==> config.mk <==
export PLATFORM = sky130hd
export DESIGN_NAME = alu_serial_sequencer_flat
export DESIGN_NICKNAME = d
export VERILOG_FILES = /design/src/rtl/alu_seq_pkg.sv /design/src/rtl/alu_serial_sequencer_if.sv /design/src/rtl/alu_seq_shiftreg.sv /design/src/rtl/alu_serial_sequencer.sv /design/src/flat_wrapper.sv
export SDC_FILE = /design/constraint.sdc
export NUM_CORES = 1
export LEC_CHECK = 0
export CAP_MARGIN = 10
export CORE_MARGIN = 2
export CORE_UTILIZATION = 40
export DETAILED_ROUTE_END_ITERATION = 10
export PLACE_DENSITY_LB_ADDON = 0.12
export SLEW_MARGIN = 20
export SYNTH_ARGS = -nofsm -noshare
export SYNTH_HDL_FRONTEND = slang
export SYNTH_SLANG_ARGS = --single-unit
==> constraint.sdc <==
create_clock -name clk -period 1.7 [get_ports clk]
set_input_delay 0.17 -clock clk [delete_from_list [all_inputs] [get_ports clk]]
set_output_delay 0.17 -clock clk [all_outputs]
set_load 0.005 [all_outputs]
==> src/rtl/alu_seq_pkg.sv <==
// Shared opcodes, FSM state encoding and counter-width helper for the bit-serial ALU sequencer.
package alu_seq_pkg;

  localparam logic [2:0] OP_ZERO = 3'd0;
  localparam logic [2:0] OP_ADD  = 3'd1;
  localparam logic [2:0] OP_AND  = 3'd2;
  localparam logic [2:0] OP_OR   = 3'd3;
  localparam logic [2:0] OP_SUB  = 3'd4;
  localparam logic [2:0] OP_XOR  = 3'd5;
  localparam logic [2:0] OP_XNOR = 3'd6;
  localparam logic [2:0] OP_NOTA = 3'd7;

  typedef enum logic [1:0] {
    ST_IDLE  = 2'd0,
    ST_SHIFT = 2'd1,
    ST_DONE  = 2'd2
  } state_e;

  // Counter must reach WIDTH, hence the +1.
  function automatic int seq_cnt_width(input int width);
    return $clog2(width + 1);
  endfunction

endpackage

==> src/rtl/alu_serial_sequencer_if.sv <==
// Request, response and 1-bit slice pins of the serial ALU sequencer; slave = sequencer side.
interface alu_serial_sequencer_if #(
  parameter int WIDTH = 8
);
  logic             in_valid;
  logic             in_ready;
  logic [WIDTH-1:0] in_a;
  logic [WIDTH-1:0] in_b;
  logic             in_cin;
  logic [2:0]       in_op;

  logic             out_valid;
  logic             out_ready;
  logic [WIDTH-1:0] out_result;
  logic             out_cout;
  logic             flag_zero;
  logic             flag_ovf;

  logic             alu_a;
  logic             alu_b;
  logic             alu_cin;
  logic [2:0]       alu_sel;
  logic             alu_out;
  logic             alu_cout;

  modport slave (
    input  in_valid, in_a, in_b, in_cin, in_op, out_ready, alu_out, alu_cout,
    output in_ready, out_valid, out_result, out_cout, flag_zero, flag_ovf,
           alu_a, alu_b, alu_cin, alu_sel
  );

  modport master (
    output in_valid, in_a, in_b, in_cin, in_op, out_ready, alu_out, alu_cout,
    input  in_ready, out_valid, out_result, out_cout, flag_zero, flag_ovf,
           alu_a, alu_b, alu_cin, alu_sel
  );

endinterface

==> src/rtl/alu_seq_shiftreg.sv <==
// Operand/result shift-register bank: parallel load, LSB taps, result filled from the MSB end.
module alu_seq_shiftreg #(
  parameter int WIDTH = 8
) (
  input  logic             clk,
  input  logic             rst,
  input  logic             i_load,
  input  logic             i_shift,
  input  logic [WIDTH-1:0] i_a,
  input  logic [WIDTH-1:0] i_b,
  input  logic             i_bit,
  output logic             o_a0,
  output logic             o_b0,
  output logic [WIDTH-1:0] o_result
);

  logic [WIDTH-1:0] r_a;
  logic [WIDTH-1:0] r_b;
  logic [WIDTH-1:0] r_res;

  always_ff @(posedge clk) begin
    if (rst) begin
      r_a   <= '0;
      r_b   <= '0;
      r_res <= '0;
    end else if (i_load) begin
      r_a <= i_a;
      r_b <= i_b;
    end else if (i_shift) begin
      r_a   <= r_a >> 1;
      r_b   <= r_b >> 1;
      // LSB-first arrival: after WIDTH inserts the first bit sits at bit 0.
      r_res <= {i_bit, r_res[WIDTH-1:1]};
    end
  end

  assign o_a0     = r_a[0];
  assign o_b0     = r_b[0];
  assign o_result = r_res;

endmodule

==> src/rtl/alu_serial_sequencer.sv <==
// Runs a WIDTH-bit ALU op through an external 1-bit slice, LSB first; result after WIDTH+1 cycles.
// Zero/overflow flags are built only when ALU_SEQ_FLAGS_EN is defined, otherwise tied to 0.
module alu_serial_sequencer
  import alu_seq_pkg::*;
#(
  parameter int WIDTH = 8
) (
  input  logic                  clk,
  input  logic                  rst,
  alu_serial_sequencer_if.slave bus
);

  localparam int CNT_W = seq_cnt_width(WIDTH);

  localparam logic [1:0] S_IDLE  = ST_IDLE;
  localparam logic [1:0] S_SHIFT = ST_SHIFT;
  localparam logic [1:0] S_DONE  = ST_DONE;

  logic [1:0]       r_state;
  logic [CNT_W-1:0] r_cnt;
  logic [2:0]       r_op;
  logic             r_carry;

  logic             w_load;
  logic             w_shift;
  logic             w_last;
  logic             w_arith;
  logic             w_a0;
  logic             w_b0;
  logic [WIDTH-1:0] w_res;

  assign w_load  = (r_state == S_IDLE) && bus.in_valid;
  assign w_shift = (r_state == S_SHIFT);
  assign w_last  = w_shift && (r_cnt == CNT_W'(WIDTH - 1));
  assign w_arith = (r_op == OP_ADD) || (r_op == OP_SUB);

  alu_seq_shiftreg #(
    .WIDTH(WIDTH)
  ) u_shiftreg (
    .clk     (clk),
    .rst     (rst),
    .i_load  (w_load),
    .i_shift (w_shift),
    .i_a     (bus.in_a),
    .i_b     (bus.in_b),
    .i_bit   (bus.alu_out),
    .o_a0    (w_a0),
    .o_b0    (w_b0),
    .o_result(w_res)
  );

  always_ff @(posedge clk) begin
    if (rst) begin
      r_state <= S_IDLE;
      r_cnt   <= '0;
      r_op    <= '0;
      r_carry <= 1'b0;
    end else begin
      case (r_state)
        S_IDLE: begin
          if (bus.in_valid) begin
            r_op    <= bus.in_op;
            r_carry <= bus.in_cin;
            r_cnt   <= '0;
            r_state <= S_SHIFT;
          end
        end
        S_SHIFT: begin
          // The slice's carry/borrow feeds straight back as the next bit's carry-in.
          r_carry <= bus.alu_cout;
          r_cnt   <= r_cnt + CNT_W'(1);
          if (w_last) begin
            r_state <= S_DONE;
          end
        end
        S_DONE: begin
          if (bus.out_ready) begin
            r_state <= S_IDLE;
          end
        end
        default: r_state <= S_IDLE;
      endcase
    end
  end

`ifdef ALU_SEQ_FLAGS_EN
  logic r_msb_cin;
  logic r_zero;

  always_ff @(posedge clk) begin
    if (rst) begin
      r_msb_cin <= 1'b0;
      r_zero    <= 1'b0;
    end else if (w_last) begin
      // Carry into the sign bit; XOR with carry out gives signed overflow.
      r_msb_cin <= r_carry;
      r_zero    <= ({bus.alu_out, w_res[WIDTH-1:1]} == '0);
    end
  end

  assign bus.flag_zero = r_zero;
  assign bus.flag_ovf  = w_arith & (r_msb_cin ^ r_carry);
`else
  assign bus.flag_zero = 1'b0;
  assign bus.flag_ovf  = 1'b0;
`endif

  assign bus.in_ready   = (r_state == S_IDLE);
  assign bus.out_valid  = (r_state == S_DONE);
  assign bus.out_result = w_res;
  assign bus.out_cout   = w_arith & r_carry;

  assign bus.alu_a   = w_shift & w_a0;
  assign bus.alu_b   = w_shift & w_b0;
  assign bus.alu_cin = w_shift & r_carry;
  assign bus.alu_sel = r_op;

endmodule

==> src/flat_wrapper.sv <==
// flat-port wrapper written by rule: the top's interface ports become plain ports
module alu_serial_sequencer_flat import alu_seq_pkg::*;
#(
  parameter int WIDTH = 8
)
  (clk, rst, bus_in_valid, bus_in_a, bus_in_b, bus_in_cin, bus_in_op, bus_out_ready, bus_alu_out, bus_alu_cout, bus_in_ready, bus_out_valid, bus_out_result, bus_out_cout, bus_flag_zero, bus_flag_ovf, bus_alu_a, bus_alu_b, bus_alu_cin, bus_alu_sel);
  alu_serial_sequencer_if #(.WIDTH(WIDTH)) bus_i ();
  input  logic clk;
  input  logic rst;
  input wire logic [$bits(bus_i.in_valid)-1:0] bus_in_valid;
  input wire logic [$bits(bus_i.in_a)-1:0] bus_in_a;
  input wire logic [$bits(bus_i.in_b)-1:0] bus_in_b;
  input wire logic [$bits(bus_i.in_cin)-1:0] bus_in_cin;
  input wire logic [$bits(bus_i.in_op)-1:0] bus_in_op;
  input wire logic [$bits(bus_i.out_ready)-1:0] bus_out_ready;
  input wire logic [$bits(bus_i.alu_out)-1:0] bus_alu_out;
  input wire logic [$bits(bus_i.alu_cout)-1:0] bus_alu_cout;
  output wire logic [$bits(bus_i.in_ready)-1:0] bus_in_ready;
  output wire logic [$bits(bus_i.out_valid)-1:0] bus_out_valid;
  output wire logic [$bits(bus_i.out_result)-1:0] bus_out_result;
  output wire logic [$bits(bus_i.out_cout)-1:0] bus_out_cout;
  output wire logic [$bits(bus_i.flag_zero)-1:0] bus_flag_zero;
  output wire logic [$bits(bus_i.flag_ovf)-1:0] bus_flag_ovf;
  output wire logic [$bits(bus_i.alu_a)-1:0] bus_alu_a;
  output wire logic [$bits(bus_i.alu_b)-1:0] bus_alu_b;
  output wire logic [$bits(bus_i.alu_cin)-1:0] bus_alu_cin;
  output wire logic [$bits(bus_i.alu_sel)-1:0] bus_alu_sel;
  assign bus_i.in_valid = bus_in_valid;
  assign bus_i.in_a = bus_in_a;
  assign bus_i.in_b = bus_in_b;
  assign bus_i.in_cin = bus_in_cin;
  assign bus_i.in_op = bus_in_op;
  assign bus_i.out_ready = bus_out_ready;
  assign bus_i.alu_out = bus_alu_out;
  assign bus_i.alu_cout = bus_alu_cout;
  assign bus_in_ready = bus_i.in_ready;
  assign bus_out_valid = bus_i.out_valid;
  assign bus_out_result = bus_i.out_result;
  assign bus_out_cout = bus_i.out_cout;
  assign bus_flag_zero = bus_i.flag_zero;
  assign bus_flag_ovf = bus_i.flag_ovf;
  assign bus_alu_a = bus_i.alu_a;
  assign bus_alu_b = bus_i.alu_b;
  assign bus_alu_cin = bus_i.alu_cin;
  assign bus_alu_sel = bus_i.alu_sel;
  alu_serial_sequencer #(.WIDTH(WIDTH)) u_core (.clk(clk), .rst(rst), .bus(bus_i));
endmodule
==> flow_summary_export.csv, run 1 <==
group,metric,value,unit
outcome,status,"finished clean",
timing,fin_tns_setup,0,ns
timing,post-route-min-period,1.63,ns
routing,vias,1312,
worst_setup_path,endpoint_kind,"output pin",
grt,overflow,0,
timing,fin_crit_sh,0.958,
power,irDropWorstVdd,758,µV
finish,drive_gt1_frac,0.146,
yosys,synth_cells,169,
place,dp_hpwl,2.39,mm
place,place_area,1950,µm²
timing,hold_viol,0,
floorplanning,die_w,65.2,µm
yosys,mappedNetlistArea,1500,µm²
routing,wl,3.41,mm
timing,fin_hold_ws,0.436,ns
yosys,synth.ff_latch_count,34,
routing,wire_per_inst,13.1,µm
finish,fillerInstances,340,
yosys,yosys_warnings,0,
timing,skew,0.00237,ns
floorplanning,row_count,22,
worst_setup_path,cp.required,1.53,ns
routing,drt-initial-drc-count,85,
cts,cts_buffer_depth,2,
yosys,avgSynthCellArea,8.88,µm²
place,portBuffers,42,
finish,final_area,2060,µm²
worst_setup_path,criticalPathCategory,"register to output pin",
cts,cts_made_buffers,5,
timing,slew_viol_final,0,
cts,cts_sinks,34,
place,placed_cells,251,
floorplanning,coreArea,3630,µm²
cts,tritoncts,"built",
finish,area_growth,37.6,%
floorplanning,io_pins,45,
grt,grt_usage,0.175,
routing,drtAntennaViolNets,0,
min_path,worst_hold_path_type,"input port to register",
power,leakage,0.000752,µW
yosys,seq_area_frac_synth,0.454,
timing,max_freq,614,MHz
timing,rsz0062_at_grt,"no",
worst_setup_path,crit_arrival,1.46,ns
finish,finalNetCount,238,
flow_run,maxCapViolCount,0,
grt,antenna_found_initial,0,
routing,routed_via_density,5.05,
grt,grt_pass1_wl,5.67,mm
worst_setup_path,worstPathMaxFanout,3,
cts,clkTransAtPathRegs,0.06,ns
yosys,yosysUniqueCellTypes,33,
grt,grt_pass1_vias,1275,
floorplanning,fp.dieArea,4260,µm²
cts,clock-root-buffer,"clkbuf_8",
floorplanning,die_h,65.2,µm
cts,h-tree-depth,2,
timing,setup_viol,0,
power,power.density,865,nW/µm²
worst_setup_path,startpoint_type,"register",
finish,diodes,0,
worst_setup_path,crit_chain,"and2b_2 -> and2_1 -> clkdlybuf4s50_1",
grt,grt_max_degree,35,
worst_setup_path,crit_slowest_cell,"clkdlybuf4s50_1",
place,place_congestion,0.749,
routing,drt_pre_antenna_iters,4,
routing,drc,0,
cts,clk_latency,0.29,ns
worst_setup_path,ff2ff_setup_slack,0.40,ns
floorplanning,start_util,0.413,
cts,postCtsHoldBufs,0,
finish,finalNonFillerCells,260,
worst_setup_path,slowest_delay,0.43,ns
-- sequential cells by signal, indices dropped and copies added (netlist names) --
signal,cells
u_core.r_state,2
u_core.r_cnt,4
u_core.u_shiftreg.r_b,8
u_core.r_carry,1
u_core.bus.alu_sel,3
u_core.u_shiftreg.o_result,8
u_core.u_shiftreg.r_a,8
-- where the power goes --
part,switching [µW],internal (µW)
registers,30.1,848
clock network,278,326
logic,139,164
-- worst max-delay path, delay by kind of cell (launching register included) --
family	cells	cell delay, ns
buf+inv	1	0.43
flops	1	0.34
simple gates	2	0.41
-- worst paths after layout --
kind,from,end,depth (start not counted)
max,u_core.r_state[1],bus_alu_b,3
min,bus_alu_out,u_core.u_shiftreg.o_result[7],3
max reg2reg,u_core.r_state[1],u_core.u_shiftreg.r_b[3],5
min reg2reg,u_core.u_shiftreg.o_result[3],u_core.u_shiftreg.o_result[2],2
-- cells by family after synthesis --
| kind of cell | synth area share |
|---|---|
| xor gates and xnor gates | 0.0117 |
| other | 0.00250 |
| adders and majority gates | 0.00834 |
| buffers and inverters | 0.0717 |
| DFF | 0.454 |
| and+or+nand+nor | 0.209 |
| AOI/OAI and AO/OA | 0.244 |
-- placed cells by master (no fill, tap or decap), types with 2 or more instances in the layout --
master and instances:
nor3b_2 2, a211oi_1 6, clkbuf_8 6, buf_12 2, conb_1 2, or3_1 2
nand2b_1 2, nand2_1 26, buf_4 5, o22ai_1 15, nor2_1 17, clkdlybuf4s50_1 41
a211oi_2 10, a21oi_1 16, and2_1 3, nand2b_4 2, nand3_1 5, dfxtp_1 34
-- what timing repair did --
item | in CTS | in global routing
resized for setup | 1 | 3
setup buffers | 0 | 1
endpoints found under the setup margin | 2 | 4
-- cell usage after synthesis --
master	count	area, µm²
a211oi_1	6	45.0
a211oi_2	10	125
a21oi_1	16	80.1
a31oi_1	1	6.26
and2_1	3	18.8
and2b_1	1	7.51
buf_1	1	3.75
buf_2	5	25.0
buf_4	2	15.0
buf_6	4	45.0
clkbuf_1	3	11.3
conb_1	1	3.75
dfxtp_1	34	681
ha_1	1	12.5
inv_1	1	3.75
inv_2	1	3.75
nand2_1	26	97.6
nand2b_1	2	12.5
nand2b_4	2	27.5
nand3_1	5	25.0
nand3b_1	1	7.51
nor2_1	17	63.8
nor2b_1	1	6.26
nor3_1	1	5.00
nor3b_1	1	7.51
nor3b_2	1	12.5
o21ai_0	1	5.00
o21ba_1	1	10.0
o22ai_1	15	93.8
or3_1	2	12.5
or3b_1	1	8.76
xnor2_1	1	8.76
xor2_1	1	8.76
-- metal layers --
metal / global-route usage / vias up / share of wire
met5: 0 / - / 0
met4: 0.0703 / 0 / 0.014
met3: 0.0582 / 5 / 0.052
met2: 0.270 / 28 / 0.48
met1: 0.223 / 607 / 0.45
li1: - / 672 / -
-- metrics by stage --
step	worst slack [ns]	power, µW	util
4_1_cts	0.0293	1800	0.563
6_report	0.0721	1790	0.568
3_5_place_dp	0.155	1200	0.538
3_3_place_gp	0.195	1190	0.538
2_1_floorplan	0.526	1080	-
5_1_grt	0.0221	1880	0.568
-- area by class of cell --
cell class              instances  area (µm²)  area share
clock buffers                   7        86.3      0.0418
clock inverters                 1        5.00     0.00242
inverters                       2        7.51     0.00364
multi-input cells             119         724       0.351
flip-flops and latches         34         681       0.330
well taps                      48        60.1      0.0291
repair buffers                 49         500       0.242
Power figures use the tool's default switching activity.
==> inputs of run 2 (changes only) <==
Settings changed: CELL_PAD_IN_SITES_DETAIL_PLACEMENT set to 1, CELL_PAD_IN_SITES_GLOBAL_PLACEMENT set to 1, CORE_UTILIZATION 40 to 34.
==> run 2 against run 1 <==
Against the previous run:
- total power up 0.29%
- largest power group unchanged
- count of clock-buffer cells in the layout unchanged
- first-iteration DRC count down 35%
- global-route usage down 0.87 points
- worst setup slack worse by 0.016 ns
- die area up 17%
- maximum frequency down 0.99%
- design area down 0.30%
- flip-flop and latch count unchanged
- critical endpoint is now bus_alu_a
- largest cell class unchanged
- sequential power about the same
==> flow_summary_export.csv, run 2 (same netlist as run 1, synthesis figures left out) <==
group,metric,value,unit
routing,drt-initial-drc-count,55,
timing,max_freq,608,MHz
grt,overflow,0,
power,p_switching,458,µW
worst_setup_path,criticalPathCategory,"register to output pin",
grt,grt_pass1_vias,1357,
routing,wire_per_inst,14.9,µm
worst_setup_path,crit_slowest_cell,"clkdlybuf4s50_1",
floorplanning,coreArea,4290,µm²
cts,clk_latency,0.28,ns
timing,fin_crit_sh,0.967,
timing,hold_viol,0,
cts,clkTransAtPathRegs,0.07,ns
floorplanning,start_util,0.349,
grt,antenna_found_initial,0,
outcome,status,"finished clean",
power,comb_power_share,0.168,
worst_setup_path,crit_chain,"and2b_2 -> and2_1 -> clkdlybuf4s50_1",
routing,vias,1344,
finish,mostFrequentLayoutCells,"clkdlybuf4s50_1 (39), dfxtp_1 (33), nand2_1 (26)",
power,irDropWorstVdd,404,µV
routing,wl,3.93,mm
cts,clock-root-buffer,"clkbuf_8",
cts,tritoncts,"built",
finish,diodes,0,
worst_setup_path,cp.required,1.53,ns
power,power,1790,µW
worst_setup_path,path_buf_inv,1,
place,portBuffers,42,
power,pwr-share-seq,0.491,
flow_run,maxCapViolCount,0,
floorplanning,io_pins,45,
power,p_int,1330,µW
cts,cts_buffer_depth,2,
finish,area_growth,37.2,%
power,swShare,0.256,
place,dp_hpwl,2.71,mm
floorplanning,die_w,70.4,µm
routing,drc,0,
finish,drive_gt1_frac,0.146,
routing,drtAntennaViolNets,0,
worst_setup_path,slowest_delay,0.49,ns
timing,rsz0062_at_grt,"yes",
power,leakage,0.000781,µW
timing,slew_viol_final,0,
power,power.density,870,nW/µm²
timing,fin_hold_ws,0.438,ns
power,clkPwrFrac,0.341,
cts,cts_sinks,34,
timing,post-route-min-period,1.64,ns
finish,finalNonFillerCells,264,
grt,grt_max_degree,35,
worst_setup_path,startpoint_type,"register",
finish,final_area,2060,µm²
worst_setup_path,worstPathMaxFanout,5,
place,place_area,1950,µm²
finish,layout_commonest_cell,"clkdlybuf4s50_1",
worst_setup_path,endpoint_kind,"output pin",
timing,setup_viol,0,
cts,h-tree-depth,2,
grt,grt_usage,0.166,
place,placed_cells,255,
floorplanning,die_h,70.4,µm
timing,skew,0.00438,ns
cts,postCtsHoldBufs,0,
routing,routed_via_density,5.09,
cts,cts_made_buffers,5,
min_path,worst_hold_path_type,"input port to register",
finish,finalNetCount,238,
worst_setup_path,crit_arrival,1.47,ns
floorplanning,fp.dieArea,4960,µm²
place,place_congestion,0.718,
routing,drt_pre_antenna_iters,4,
grt,grt_pass1_wl,6.55,mm
worst_setup_path,critPathTopFamily,"buffers and inverters",
floorplanning,row_count,24,
==> run 2: cell count changes in the layout (fill, tap and decap cells not counted), sizes merged <==
cell           change
dlymetal6s2s       +2
clkdlybuf4s50      -2
==> run 2: area by class of cell <==
cell class / count / area (µm²)
Multi-Input combinational cell: 119 / 719
Tap cell: 52 / 65.1
Clock buffer: 7 / 86.3
Inverter: 2 / 7.51
Clock inverter: 1 / 5.00
Sequential cell: 34 / 682
Timing Repair Buffer: 49 / 493
Fill cell: 500 / 2240
==> run 2: power by group through the flow <==
stage               combinational [µW]  clock [µW]  sequential (µW)
CTS                                303         627              880
global route                       330         660              887
detailed placement                 300           0              897
global placement                   291           0              894
finish                             300         611              880
floorplan                          188           0              889
==> run 2: worst reg2reg max path, cell delays in order, from the launching register on <==
cell	delay, ns
dfxtp_1	0.32
buf_4	0.16
or3b_1	0.51
nand3_1	0.14
a21oi_1	0.07
==> run 2: what timing repair did <==
action                                 in CTS  in global routing
setup endpoints to repair                   3                  5
gates cloned                                0                  0
endpoints found under the hold margin       0                  0
setup buffers                               0                  1
gates resized for setup                     1                  5
pin swaps                                   0                  0
==> run 2: layer usage <==
metal  GRT usage  share of wire  vias to the layer above  wire length (µm)
li1            -              -                      669                 -
met1       0.197           0.45                      637              1780
met2       0.292           0.49                       33              1920
met3      0.0491          0.052                        5               203
met4      0.0385         0.0066                        0                26
met5           0              0                        -                 0
==> run 2: per-stage QoR <==
step	worst slack (ns)	util	TNS, ns
after floorplan	0.526	-	0
after global placement	0.173	0.453	0
after detailed placement	0.120	0.453	0
after CTS	0.0136	0.475	0
after global routing	-0.0126	0.479	-0.0168
final	0.0559	0.479	0
==> run 2: final timing paths <==
check	depth (start not counted)	start	slack, ns	to
hold / removal	3	bus_in_b[7]	0.44	u_core.u_shiftreg.r_b[7]
setup reg to reg	4	u_core.r_state[1]	0.40	u_core.u_shiftreg.r_a[7]
hold reg to reg	2	u_core.u_shiftreg.o_result[5]	0.47	u_core.u_shiftreg.o_result[5]
setup / recovery	3	u_core.r_state[1]	0.06	bus_alu_a
==> inputs of run 3 (changes only) <==
Settings changed: CORE_UTILIZATION 34 to 36, CTS_CLUSTER_DIAMETER set to 60, SYNTH_HIERARCHICAL set to 1.
==> run 3 against run 2 <==
Against the previous run:
- via count fell by 7.7%
- core utilization is 3.6 points higher
- global-route usage decreased by 0.47 points
- final cell count decreased by 3.8%
- non-clock buffer count rose by 3
- worst setup slack worse by 0.043 ns
==> flow_summary_export.csv, run 3 <==
group,metric,value,unit
outcome,status,"finished clean",
grt,overflow,0,
timing,rsz0062_at_grt,"yes",
routing,wire_per_inst,14.9,µm
routing,routed_via_density,4.89,
timing,fin_crit_sh,0.992,
floorplanning,coreArea,4320,µm²
cts,clkTransAtPathRegs,0.07,ns
min_path,holdPathEnd,"u_core/u_shiftreg/r_b[5]",
yosys,synth.ff_latch_count,34,
floorplanning,die_w,70.8,µm
grt,grt_usage,0.161,
min_path,hold_depth,3,
routing,wl,3.80,mm
min_path,hp-start,"bus_in_b[5]",
worst_setup_path,startpoint,"u_core/r_state[1]",
yosys,synth.most_common_cell,"dfxtp_1",
routing,vias,1241,
cts,h-tree-depth,2,
worst_setup_path,r2r_start,"u_core/r_state[1]",
timing,max_slew_margin,0.646,
routing,drt-initial-drc-count,64,
yosys,mappedNetlistArea,1610,µm²
routing,drt_pre_antenna_iters,3,
timing,setup_viol,0,
cts,cts_buffer_depth,2,
power,leakage,0.000938,µW
yosys,synth_top_area_cell,"dfxtp_1",
grt,grt_max_degree,35,
cts,cts_sinks,34,
timing,skew,0.00681,ns
yosys,synth-main-ff-cell,"dfxtp_1",
yosys,synth_cells,153,
timing,hold_viol,0,
floorplanning,row_count,24,
yosys,seq_area_frac_synth,0.424,
grt,grt_pass1_wl,6.33,mm
worst_setup_path,endpoint_kind,"register",
grt,antenna_found_initial,0,
worst_setup_path,r2r-end,"u_core/u_shiftreg/r_b[1]",
place,placed_cells,241,
yosys,avgSynthCellArea,10.5,µm²
cts,clk_latency,0.29,ns
yosys,synth.top_cell.area_share,0.424,
floorplanning,io_pins,45,
worst_setup_path,crit_arrival,1.86,ns
yosys,yosys_warnings,6,
finish,finalNetCount,228,
timing,slew_viol_final,0,
finish,drive_gt1_frac,0.208,
cts,tritoncts,"built",
worst_setup_path,reg2regPathDepth,7,
worst_setup_path,worstPathMaxFanout,12,
place,pre_cts_ws,-0.243,ns
floorplanning,fp.dieArea,5010,µm²
yosys,synthArstFlopShare,0,
worst_setup_path,ff2ff_setup_slack,0.01,ns
cts,clock-root-buffer,"clkbuf_8",
yosys,synth_area_leaders,"dfxtp_1 (42%), mux2i_1 (16%), mux2_4 (7.5%)",
grt,grt_pass1_vias,1357,
floorplanning,start_util,0.371,
power,irDropWorstVdd,508,µV
finish,final_core_util,0.516,
yosys,yosysUniqueCellTypes,31,
worst_setup_path,cp.required,1.87,ns
timing,tightest_slew,0.529,ns
finish,finalNonFillerCells,254,
cts,cts_made_buffers,5,
routing,drtAntennaViolNets,0,
place,portBuffers,42,
finish,area_growth,38.9,%
flow_run,maxCapViolCount,0,
worst_setup_path,startpoint_type,"register",
min_path,worst_hold_path_type,"input port to register",
finish,mostFrequentLayoutCells,"clkdlybuf4s50_1 (39), dfxtp_1 (32), nor2_1 (30)",
routing,drc,0,
place,place_congestion,0.719,
worst_setup_path,criticalPathCategory,"register to register",
power,power.density,817,nW/µm²
timing,worst_slack,0.0131,ns
place,dp_hpwl,2.50,mm
finish,diodes,0,
floorplanning,die_h,70.8,µm
yosys,synth_commonest_cells,"dfxtp_1 (34), nor2_1 (30), mux2i_1 (26), mux2_4 (8)",
timing,post-route-min-period,1.69,ns
timing,max_freq,593,MHz
timing,fin_tns_setup,0,ns
yosys,synth-edff-count,0,
finish,layout_commonest_cell,"clkdlybuf4s50_1",
-- run 3: logic make-up after synthesis --
family | share of synthesized area
AND/OR/NAND/NOR | 0.185
multiplexers | 0.279
flip-flops | 0.424
buffers and inverters | 0.0639
AO/OA/AOI/OAI | 0.0273
XOR/XNOR | 0.0109
adder cells (fa/ha/maj) | 0.00779
other | 0.00234
-- run 3: power by group --
group / switching, µW / total, µW / internal (µW) / leakage, µW
combinational: 128 / 338 / 210 / 0.000611
clock: 297 / 624 / 327 / 0.0000482
sequential: 24.2 / 860 / 836 / 0.000279
-- run 3: metal layers --
metal  vias up  wire [µm]  global-route usage
met4         0         55              0.0629
li1        612          -                   -
met2        29       1840               0.285
met5         -          0                   0
met1       595       1740               0.185
met3         5        161              0.0427
-- run 3: metrics by stage --
| step | area [µm²] | power [µW] | hold slack (ns) |
|---|---|---|---|
| floorplan | 1610 | 1080 | 0.242 |
| global placement | 2060 | 1180 | 0.477 |
| detailed placement | 2060 | 1190 | 0.498 |
| CTS | 2200 | 1840 | 0.491 |
| global route | 2230 | 1900 | 0.510 |
| finish | 2230 | 1820 | 0.495 |
-- run 3: final cells by class --
cell class                 count  area (µm²)
fill                         494        2090
multi-input combinational    108         835
sequential                    34         686
timing repair buffer          52         553
clock buffer                   7        86.3
tap                           52        65.1
clock inverter                 1        5.00
-- run 3: timing repair --
item / CTS / global route
setup endpoints to repair: 12 / 3
buffers inserted: 2 / 2
gates resized for setup: 3 / 4
hold buffers: 0 / 0
cloned: 1 / 0
-- run 3: how the worst max path moves through the flow --
stage,slack [ns],endpoint,depth (start not counted)
detailed placement,-0.24,u_core/u_shiftreg/o_result[6],5
global route,-0.04,u_core/u_shiftreg/r_b[1],7
finish,0.01,u_core/u_shiftreg/r_b[1],7
floorplan,0.10,u_core/u_shiftreg/r_a[0],6
CTS,-0.06,bus_alu_cin,4
global placement,-0.19,u_core/u_shiftreg/o_result[7],5
-- run 3: critical path, stage by stage (launching register included) --
cell and delay [ns]:
dfxtp_4 0.37, nor2b_4 0.15, buf_4 0.12, buf_4 0.09, bufbuf_16 0.27, mux2_4 0.30, mux2i_1 0.19, nor2_1 0.07
